[src/rtl/icebreaker_pkg.sv]
// Shared iCEBreaker board types: button vector, debounce default and per-button FSM states.
package icebreaker_pkg;

    typedef logic [3:0] BtnT;

    localparam int BTN_DEB_CYCLES_DEFAULT = 120_000;

    typedef enum logic [1:0] {
        IDLE  = 2'd0,
        PWAIT = 2'd1,
        HELD  = 2'd2,
        RWAIT = 2'd3
    } BtnState;

    // Bits needed to hold the values 0..max_count inclusive.
    function automatic int cnt_width(input int max_count);
        return $clog2(max_count + 1);
    endfunction

endpackage

[src/rtl/btn_debounce_ch.sv]
// One button channel: 2-FF synchronizer, debounce FSM with saturating hold counter.
// BTN_AUTOREPEAT_EN adds a repeat counter that re-pulses press_o while the button stays held.
module btn_debounce_ch
    import icebreaker_pkg::*;
#(
    parameter int DEB_CYCLES     = BTN_DEB_CYCLES_DEFAULT,
    parameter bit RAW_ACTIVE_LOW = 1'b0
`ifdef BTN_AUTOREPEAT_EN
    ,
    parameter int REPEAT_DELAY   = 6_000_000,
    parameter int REPEAT_PERIOD  = 1_200_000
`endif
) (
    input  logic    clk,
    input  logic    reset_n,
    input  logic    raw_i,
    output logic    btn_o,
    output logic    press_o,
    output logic    release_o,
    output BtnState state_o
);

    localparam int              CNT_W    = cnt_width(DEB_CYCLES);
    localparam logic [CNT_W-1:0] CNT_TERM = CNT_W'(DEB_CYCLES - 1);

    logic [1:0]       sync_q;
    logic             s;
    BtnState          state_q;
    logic [CNT_W-1:0] cnt_q;
    logic [CNT_W-1:0] cnt_d;
    logic             btn_q;
    logic             press_q;
    logic             release_q;

    assign s     = sync_q[1] ^ RAW_ACTIVE_LOW;
    assign cnt_d = (cnt_q == CNT_TERM) ? cnt_q : cnt_q + CNT_W'(1);

`ifdef BTN_AUTOREPEAT_EN
    localparam int REP_W = cnt_width((REPEAT_DELAY > REPEAT_PERIOD) ? REPEAT_DELAY : REPEAT_PERIOD);
    localparam logic [REP_W-1:0] REP_FIRST = REP_W'(REPEAT_DELAY - 1);
    localparam logic [REP_W-1:0] REP_NEXT  = REP_W'(REPEAT_PERIOD - 1);

    logic [REP_W-1:0] rep_q;
    logic             rep_phase_q;
    logic             rep_hit;

    // The first repeat waits REPEAT_DELAY; every later one waits REPEAT_PERIOD.
    assign rep_hit = (rep_q == (rep_phase_q ? REP_NEXT : REP_FIRST));
`endif

    always_ff @(posedge clk or negedge reset_n) begin
        if (!reset_n) begin
            sync_q      <= '0;
            state_q     <= IDLE;
            cnt_q       <= '0;
            btn_q       <= 1'b0;
            press_q     <= 1'b0;
            release_q   <= 1'b0;
`ifdef BTN_AUTOREPEAT_EN
            rep_q       <= '0;
            rep_phase_q <= 1'b0;
`endif
        end else begin
            sync_q    <= {sync_q[0], raw_i};
            press_q   <= 1'b0;
            release_q <= 1'b0;
            case (state_q)
                IDLE: begin
                    if (s) begin
                        state_q <= PWAIT;
                        cnt_q   <= '0;
                    end
                end
                PWAIT: begin
                    if (!s) begin
                        state_q <= IDLE;
                        cnt_q   <= '0;
                    end else if (cnt_q == CNT_TERM) begin
                        state_q     <= HELD;
                        cnt_q       <= '0;
                        btn_q       <= 1'b1;
                        press_q     <= 1'b1;
`ifdef BTN_AUTOREPEAT_EN
                        rep_q       <= '0;
                        rep_phase_q <= 1'b0;
`endif
                    end else begin
                        cnt_q <= cnt_d;
                    end
                end
                HELD: begin
                    if (!s) begin
                        state_q <= RWAIT;
                        cnt_q   <= '0;
                    end
`ifdef BTN_AUTOREPEAT_EN
                    else if (rep_hit) begin
                        press_q     <= 1'b1;
                        rep_q       <= '0;
                        rep_phase_q <= 1'b1;
                    end else begin
                        rep_q <= rep_q + REP_W'(1);
                    end
`endif
                end
                RWAIT: begin
                    // The repeat counter is left untouched here so an aborted release resumes it.
                    if (s) begin
                        state_q <= HELD;
                        cnt_q   <= '0;
                    end else if (cnt_q == CNT_TERM) begin
                        state_q     <= IDLE;
                        cnt_q       <= '0;
                        btn_q       <= 1'b0;
                        release_q   <= 1'b1;
`ifdef BTN_AUTOREPEAT_EN
                        rep_q       <= '0;
                        rep_phase_q <= 1'b0;
`endif
                    end else begin
                        cnt_q <= cnt_d;
                    end
                end
                default: begin
                    state_q <= IDLE;
                    cnt_q   <= '0;
                end
            endcase
        end
    end

    assign btn_o     = btn_q;
    assign press_o   = press_q;
    assign release_o = release_q;
    assign state_o   = state_q;

endmodule

[src/rtl/btn_debounce.sv]
// Debounces NUM_BTN asynchronous button pins into BtnT level and press/release pulse vectors.
// Define BTN_AUTOREPEAT_EN to make held buttons emit repeated press pulses.
module btn_debounce
    import icebreaker_pkg::*;
#(
    parameter int NUM_BTN        = 4,
    parameter int DEB_CYCLES     = BTN_DEB_CYCLES_DEFAULT,
    parameter int RAW_ACTIVE_LOW = 0,
    parameter int REPEAT_DELAY   = 6_000_000,
    parameter int REPEAT_PERIOD  = 1_200_000
) (
    input  logic                 clk,
    input  logic                 reset_n,
    input  logic [NUM_BTN-1:0]   btn_raw,
    output BtnT                  btn,
    output BtnT                  btn_press,
    output BtnT                  btn_release,
    output logic [2*NUM_BTN-1:0] dbg_state
);

    if (DEB_CYCLES < 1) begin : g_bad_deb
        $fatal(1, "btn_debounce: DEB_CYCLES must be >= 1");
    end
    if (NUM_BTN != $bits(BtnT)) begin : g_bad_num
        $fatal(1, "btn_debounce: NUM_BTN must match the width of BtnT");
    end
`ifdef BTN_AUTOREPEAT_EN
    if (REPEAT_DELAY < 1 || REPEAT_PERIOD < 1) begin : g_bad_rep
        $fatal(1, "btn_debounce: REPEAT_DELAY and REPEAT_PERIOD must be >= 1");
    end
`else
    // Repeat timings have no effect in this build but must still be sane values.
    if (REPEAT_DELAY < 0 || REPEAT_PERIOD < 0) begin : g_bad_rep
        $fatal(1, "btn_debounce: REPEAT_DELAY and REPEAT_PERIOD must not be negative");
    end
`endif

    for (genvar i = 0; i < NUM_BTN; i++) begin : g_ch
        btn_debounce_ch #(
            .DEB_CYCLES    (DEB_CYCLES),
            .RAW_ACTIVE_LOW(RAW_ACTIVE_LOW != 0)
`ifdef BTN_AUTOREPEAT_EN
            ,
            .REPEAT_DELAY  (REPEAT_DELAY),
            .REPEAT_PERIOD (REPEAT_PERIOD)
`endif
        ) u_ch (
            .clk      (clk),
            .reset_n  (reset_n),
            .raw_i    (btn_raw[i]),
            .btn_o    (btn[i]),
            .press_o  (btn_press[i]),
            .release_o(btn_release[i]),
            .state_o  (dbg_state[2*i +: 2])
        );
    end

endmodule

[config.mk]
export PLATFORM = sky130hd
export DESIGN_NAME = btn_debounce
export DESIGN_NICKNAME = d
export VERILOG_FILES = /design/src/rtl/icebreaker_pkg.sv /design/src/rtl/btn_debounce_ch.sv /design/src/rtl/btn_debounce.sv
export SDC_FILE = /design/constraint.sdc
export NUM_CORES = 1
export LEC_CHECK = 0
export ABC_AREA = 0
export BUFFER_PORTS_ARGS = -buffer_cell sky130_fd_sc_hd__buf_2
export CAP_MARGIN = 0
export CORE_MARGIN = 2
export CORE_UTILIZATION = 39
export CTS_CLUSTER_SIZE = 24
export DETAILED_ROUTE_END_ITERATION = 8
export PLACE_DENSITY = 0.53
export SYNTH_ARGS = -nofsm -noshare
export SYNTH_HDL_FRONTEND = slang
export SYNTH_SLANG_ARGS = --single-unit
[constraint.sdc]
create_clock -name clk -period 2.1 [get_ports clk]
set_input_delay 0.42 -clock clk [delete_from_list [all_inputs] [get_ports clk]]
set_output_delay 0.42 -clock clk [all_outputs]
set_load 0.05 [all_outputs]
==> run summary, run 1 <==
The static power due to leakage came out at approximately 2.4 nW. The power density over the cells is 660.2 mW/mm². Counting tap cells, the placed design contains a total of slightly above 700 instances. Setup violations remaining at the end of the flow were counted as 0. The via count of the first global-routing pass came out at 3711. The post-synth design cell area came out at approximately 0.0048 mm². The overall track demand over capacity in global routing is 0.1694. For the worst-skew pair, the clock arrives at the later sink with an insertion delay of roughly 0.35 ns. The fraction of registers with async set/reset came out at 1.000. The number of maximum-capacitance constraint violations came out at 0. For this block, the initial DRC count from the detailed router was just over 200. The number of standard cells after synthesis came out at approximately 510. The floorplan step defined a die boundary enclosing ~0.013 mm².

In the layout the commonest cells are dfrtp_1, nand2_1, a31oi_1. The count of flip-flops with a built-in enable after synthesis came out at 0. The maximum number of pins on one net before global-route repair came out at 53. The count of cell types in the netlist came out at 49. The synthesized flop and latch total came out at 96. The floorplan core area is 0.01206 mm².

The min-delay analysis places its worst path in the category input port to register. The most used flip-flop cell after synthesis is dfrtp_1. The signed area change from the synthesized netlist to the final layout came out at 15.75%. The required time of the worst setup path is between 2 and 2.5 ns.

VDD sags by at most about 0.42 mV. The clock-pin slew of the registers on the worst-case setup and hold paths is approximately 0.060 ns. In this design, the largest share of critical-path delay is due to simple AND/OR/NAND/NOR gates. The number of nets produced by synthesis came out at 521. The number of buffer cells added on primary ports came out at 25. The longest clock path from root to sink contains 2 buffers.

The die span in y came out at ~120 µm. For the pin with the worst max-slew slack, the measured transition is 0.6688 ns. The global-route wire length before repair is roughly 18 mm. In the final design database the tool counted roughly 560 nets. The most critical setup path has its startpoint at g_ch[2].u_ch.cnt_q[13]. The share of post-route cells with drive strength above 1 came out at 0.1753. The die is ~120 µm wide.

The clock period minus final worst setup slack is about 2.0 ns. The worst setup path is launched from a register. The detailed placer's ending HPWL came out at between 7 and 8 mm. Summed over all layers, the global routing overflow is 0. The run finished with clean final reports. The cell sitting at the root of the clock tree is a clkbuf_16. Leaving out fill and tap cells, the most frequent cell in the layout is dfrtp_1.

The routed layout has around 3900 vias. The worst-path maximum fanout came out at 6. After synthesis, the mean cell area works out to 9.481 µm². The worst clock skew on the final layout came out at about 0.01 ns.

The worst setup path is captured at a register. The average wire per standard cell is 14.45 µm. The initial utilization of the core area, before any placement, comes to 0.4017. The total inserted antenna cells came out at 0. The worst pin sits at a relative slew slack of 0.5541. The site row count is 40. In the routed design, unresolved DRC markers number 0.

The number of synthesis warnings came out at 0. For this design, the slowest cell found on the critical path is or4b_4. Data on the critical path arrives at its endpoint at roughly 2.2 ns.

The largest stage delay on the critical path came out at about 0.56 ns. The fmax came out at about 500 MHz. In this run the critical register-to-register path is launched from g_ch[2].u_ch.cnt_q[13]. The final instance count without filler cells came out at 727. The count of nets left with antenna violations once routing finished came out at 0. The number of buffers created by CTS is 9. The initial antenna violation count is 0. The critical path in this run is classified as register to register. The number of max-slew violations in the final report is 0. The detailed-route vias per instance is approximately 5.4. TritonCTS built the clock tree. The share of the clock period used by the worst path after layout is 0.9366. At the end of routability-driven placement, the weighted congestion stood at 0.8260.

The first detailed-routing pass took 4 iterations. The startpoint identified for the worst hold timing path is btn_raw[1]. The final hold violation count is 0. For flop-to-flop paths, the worst setup slack is ~0.13 ns. Walking the worst path, the cells encountered are or4b_4 -> nor4_4 -> a21o_1 -> nor3_1 -> a211o_1. The clock tree synthesis step divided the H-tree into 3 levels. The portion of the post-synthesis area used by sequential elements came out at 0.4959.

For the final routed database, the setup TNS stands at 0 ns. The top-level port count is 26. The count of clock tree sinks is 96.

The buffer and inverter count on the worst path came out at 0. Summed over all layers, the routed wires come to 10.50 mm.
final cells by class:
| cell class | instances | area, µm² |
|---|---|---|
| Fill cell | 1155 | 6454 |
| Sequential cell | 96 | 2402 |
| Multi-Input combinational cell | 374 | 2271 |
| Timing Repair Buffer | 60 | 409.1 |
| Clock buffer | 11 | 232.7 |
| Tap cell | 168 | 210.2 |
| Inverter | 13 | 48.80 |
| Clock inverter | 5 | 33.78 |
repair_timing:
action,4_1_cts,5_1_grt
setup endpoints to repair,18,6
gates resized for setup,2,4
hold buffers,1,0
hold endpoints to repair,18,0
cloned,0,1
pin swaps,0,3
buffers inserted,0,2
cell families (layout without fill, tap and decap cells):
group / Yosys count / after routing / share of synthesized area
AO/OA/AOI/OAI: 142 / 143 / 0.1872
XOR/XNOR: 7 / 7 / 0.01266
adder cells (fa/ha/maj): 4 / 4 / 0.01033
buffers and inverters: 42 / 89 / 0.04520
flip-flops: 96 / 96 / 0.4959
multiplexers: 9 / 9 / 0.01989
AND/OR/NAND/NOR: 211 / 211 / 0.2288
final timing paths:
| kind | depth (start not counted) | end |
|---|---|---|
| max | 5 | g_ch[2].u_ch.cnt_q[14] |
| min | 1 | g_ch[1].u_ch.sync_q[0] |
| max reg2reg | 5 | g_ch[2].u_ch.cnt_q[14] |
| min reg2reg | 0 | g_ch[3].u_ch.sync_q[1] |
| max in group asynchronous | 3 | g_ch[3].u_ch.cnt_q[4] |
| min in group asynchronous | 2 | g_ch[3].u_ch.cnt_q[10] |
stage by stage:
step	total power [mW]	util	cell area, µm²	setup WS [ns]	hold slack [ns]
2_1_floorplan	2.111	-	4845	0.1996	0.1244
3_3_place_gp	2.224	0.4368	5269	-0.1284	0.3387
3_5_place_dp	2.231	0.4368	5269	-0.1903	0.3347
4_1_cts	3.769	0.4610	5560	0.1384	0.1667
5_1_grt	3.874	0.4649	5608	-0.01393	0.1696
6_report	3.702	0.4649	5608	0.1332	0.1801
flip-flops by register name, summed over array words and instances (netlist names), named ones only:
register	count
g_ch.u_ch.state_o	4
g_ch.u_ch.release_o	4
g_ch.u_ch.btn_o	4
g_ch.u_ch.sync_q	8
g_ch.u_ch.cnt_q	68
g_ch.u_ch.press_o	4
worst reg2reg max path, stage by stage, from the launching register on:
cell     delay (ns)
dfrtp_1        0.42
or4b_4         0.56
nor4_4         0.29
a21o_1         0.29
nor3_1         0.08
a211o_1        0.22
report_power, final:
part	total (mW)	internal (mW)	leakage (nW)	switching [mW]
clock network	1.51	0.802	0.126	0.704
logic	0.261	0.0923	0.953	0.168
registers	1.94	1.89	1.31	0.0427
total	3.70	2.79	2.39	0.915
per-layer routing:
metal / GRT usage / wire length, µm / up-vias
met5: 0 / 0 / -
li1: - / - / 1972
met4: 0.04578 / 119 / 0
met2: 0.2596 / 4727 / 48
met1: 0.2351 / 5277 / 1908
met3: 0.05021 / 377 / 12
cell usage after synthesis, types with 6 or more instances:
master    number  area (µm²)
a21oi_1       28       140.1
inv_1         13       48.80
and2_1         7       43.79
nand3_1       32       160.2
clkbuf_1       7       26.28
buf_4         14       105.1
a22o_1        10       87.58
nand2b_1       9       56.30
nand4_1       15       93.84
nand2_1       67       251.5
dfrtp_1       96        2402
buf_2          7       35.03
a41oi_1       14       122.6
a31oi_1       41       256.5
nor2_1        29       108.9
and3_1         7       43.79
nor3_1        11       55.05
o21ai_0       31       155.2
nor3b_1        6       45.04
Note: power is estimated with default switching activity, not from simulation.
==> run 2: changes to the inputs <==
--- a/config.mk
+++ b/config.mk
@@ -9,8 +9,8 @@
 export BUFFER_PORTS_ARGS = -buffer_cell sky130_fd_sc_hd__buf_2
-export CAP_MARGIN = 0
+export CAP_MARGIN = 5
 export CORE_MARGIN = 2
-export CORE_UTILIZATION = 39
+export CORE_UTILIZATION = 45
 export CTS_CLUSTER_SIZE = 24
 export DETAILED_ROUTE_END_ITERATION = 8
-export PLACE_DENSITY = 0.53
+export PLACE_DENSITY = 0.6
 export SYNTH_ARGS = -nofsm -noshare
==> constraint.sdc (replaced) <==
create_clock -name clk -period 2.1 [get_ports clk]
set_input_delay 0.105 -clock clk [delete_from_list [all_inputs] [get_ports clk]]
set_output_delay 0.105 -clock clk [all_outputs]
set_load 0.05 [all_outputs]
==> run summary, run 2 (synthesis results as in run 1) <==
The average wire per standard cell came out at 14.60 µm. Compared with the post-synthesis result, the final layout area differs by 12.58%. IR analysis of the VDD net gives a maximum drop of about 0.43 mV. The number of instances in the placed design is about 670. The library cells used most frequently in the layout, excluding fill and tap cells, are dfrtp_1, nand2_1, a31oi_1. Data on the critical path arrives at its endpoint at approximately 2.2 ns. No sink is reached through more buffers than the 2 on the longest clock path.

The number of buffers created by CTS came out at 9. The number of maximum-capacitance constraint violations is 0. The clock latency reported for the late side of the worst-skew pair is between 0.3 and 0.4 ns. After global routing the overflow that remains totals 0. The path class of the tightest hold or removal check is input port to asynchronous set/reset pin. The global-route wire length before repair came out at 17.48 mm. The startpoint of the most critical register-to-register path is g_ch[2].u_ch.cnt_q[11]. Data on the critical path is required at its endpoint by 2.36 ns. The detailed-route vias per instance came out at about 5.8.

After floorplanning, the core was sized to cover around 0.010 mm². Summed over all cells, the static leakage comes to around 2.3 nW. The number of nets at the end of the flow came out at 559. The clock period minus final worst setup slack came out at 1.980 ns.

In this run the critical register-to-register path is captured at g_ch[2].u_ch.cnt_q[14]. The reg2reg setup slack is 0.12 ns. The startpoint kind of the worst setup timing path is a register. Setup repair after global routing left no endpoint under its margin. During placement, the flow inserted port buffers numbering 25. The via count of the first global-routing pass came out at ~3700. The worst clock skew on the final layout is 0.01036 ns. The flow ran to the end, and the final reports show no timing, DRC or antenna violations.

The actual slew at the worst max-slew pin is 0.5226 ns. The vias after detailed routing came out at ~4000. The count of clock tree sinks is 96. The clock-pin slew of the registers on the worst-case setup and hold paths came out at 0.10 ns.

The share of the clock period used by the worst path after layout came out at 0.9428. The final hold violation count is 0. Across every metal layer, demand over resource in global routing totals 0.1874.

In the final timing run, aggregate negative setup slack is 0 ns. The number of levels the H-tree was split into is 3. The share of post-route cells with drive strength above 1 is 0.1552. In this run the horizontal extent of the chip is 107.8 µm. The site row count came out at 37.

The total die area is between 0.01 and 0.015 mm². The type of destination of the critical path is a register. The initial antenna violation count came out at 0. Clock tree synthesis selected as its root buffer the cell clkbuf_8. After the first detailed-routing iteration, the DRC count stood at approximately 170. The detailed-route wire length came out at approximately 10 mm. The setup fix buffers added after clock tree synthesis is 0.

The worst slew slack as a fraction of its limit is 0.6516. In this run the power density over the cells is slightly above 600 mW/mm². The fmax is roughly 500 MHz. The count of final setup violators came out at 0. The largest registers in the layout are g_ch.u_ch.cnt_q: 68 flops, g_ch.u_ch.sync_q: 8 flops. The number of max-slew violations in the final report came out at 0.

The worst setup path endpoint is g_ch[2].u_ch.cnt_q[14]. The maximum number of pins on one net before global-route repair is between 40 and 50. The library cell used most frequently in the layout, excluding fill and tap cells, is dfrtp_1. The detail route stage leaves a number of antenna-violating nets equal to 0. The congestion estimate from routability-driven global placement came to roughly 0.88.

The timing startpoint of the critical path is g_ch[2].u_ch.cnt_q[11]. The register with the most flip-flops in the layout has just under 70 of them. Along the worst path, the maximum fanout reaches 15.

The wire-length estimate of the detail-placed layout is 6.848 mm. The worst register-to-register path has a depth of 6. By startpoint and endpoint, the worst setup path is classified as register to register. The final instance count without filler cells is ~700.

The initial standard-cell utilization of the core came out at 0.4672. The clock tree from TritonCTS is yes. The number of remaining DRC errors came out at 0.

The repair_antennas step left the layout with diodes totalling 0. The top-level port count is 26. The register with the most flip-flops is g_ch.u_ch.cnt_q. The filler cells instantiated in the layout total around 1000. The die span in y is approximately 110 µm. The detailed-routing iteration count for the pre-antenna-repair pass came out at 5.
run 2: cell types whose count changed in the layout (fill, tap and decap cells not counted), moves of 4 or more:
cell,delta
buf_4,-9
clkbuf_16,-9
clkbuf_8,+9
dlygate4sd3_1,+4
run 2: repair_timing:
item                                   4_1_cts  5_1_grt
hold buffers                                 5        0
setup endpoints to repair                    0        7
endpoints found under the hold margin       40        0
resized for setup                            0        2
run 2: worst min-delay path by stage:
stage	start	endpoint	slack, ns	cells after the start
finish	reset_n	g_ch[3].u_ch.state_o[0]	0.24	2
floorplan	reset_n	asynchronous set/reset pin	-0.19	0
global route	reset_n	g_ch[3].u_ch.state_o[0]	0.28	2
CTS	reset_n	g_ch[3].u_ch.cnt_q[2]	0.26	2
detailed placement	reset_n	g_ch[3].u_ch.state_o[0]	0.11	1
global placement	reset_n	g_ch[3].u_ch.cnt_q[10]	0.12	1
run 2: worst max-delay path, stage by stage (launching register included):
cell and delay (ns):
dfrtp_1 0.42, or4b_4 0.54, nor4_4 0.18, a21oi_2 0.13
buf_12 0.17, and3_1 0.16, a211o_1 0.26
run 2: cell type report:
| class | count | area [µm²] | area share |
|---|---|---|---|
| multi-input cells | 373 | 2241 | 0.4109 |
| well taps | 136 | 170.2 | 0.03120 |
| clock inverters | 3 | 42.54 | 0.007800 |
| repair buffers | 56 | 410.4 | 0.07525 |
| clock buffers | 13 | 138.9 | 0.02546 |
| inverters | 13 | 48.80 | 0.008947 |
| flip-flops and latches | 96 | 2402 | 0.4405 |
run 2: power by group:
| part | switching, mW | internal [mW] |
|---|---|---|
| clock | 0.639 | 0.552 |
| sequential | 0.0524 | 1.89 |
| combinational | 0.154 | 0.0859 |
| total | 0.845 | 2.53 |
run 2: metal layers:
layer / share of wire / wire length [µm] / global-route usage / vias to the layer above
li1: - / - / - / 1969
met1: 0.49 / 4978 / 0.2631 / 1964
met2: 0.46 / 4627 / 0.2884 / 73
met3: 0.036 / 359 / 0.04479 / 13
met4: 0.011 / 110 / 0.05495 / 0
met5: 0 / 0 / 0 / -
run 2: per-stage QoR:
step / cell area [µm²] / total power, mW / worst slack [ns] / hold WS [ns] / util
6_report: 5454 / 3.375 / 0.1202 / 0.2434 / 0.5259
5_1_grt: 5454 / 3.533 / 0.03416 / 0.2846 / 0.5259
4_1_cts: 5440 / 3.435 / 0.1126 / 0.2562 / 0.5246
3_5_place_dp: 5209 / 2.217 / 0.1359 / 0.1148 / 0.5023
3_3_place_gp: 5209 / 2.209 / 0.1725 / 0.1174 / 0.5023
2_1_floorplan: 4845 / 2.111 / 0.1996 / -0.1906 / -
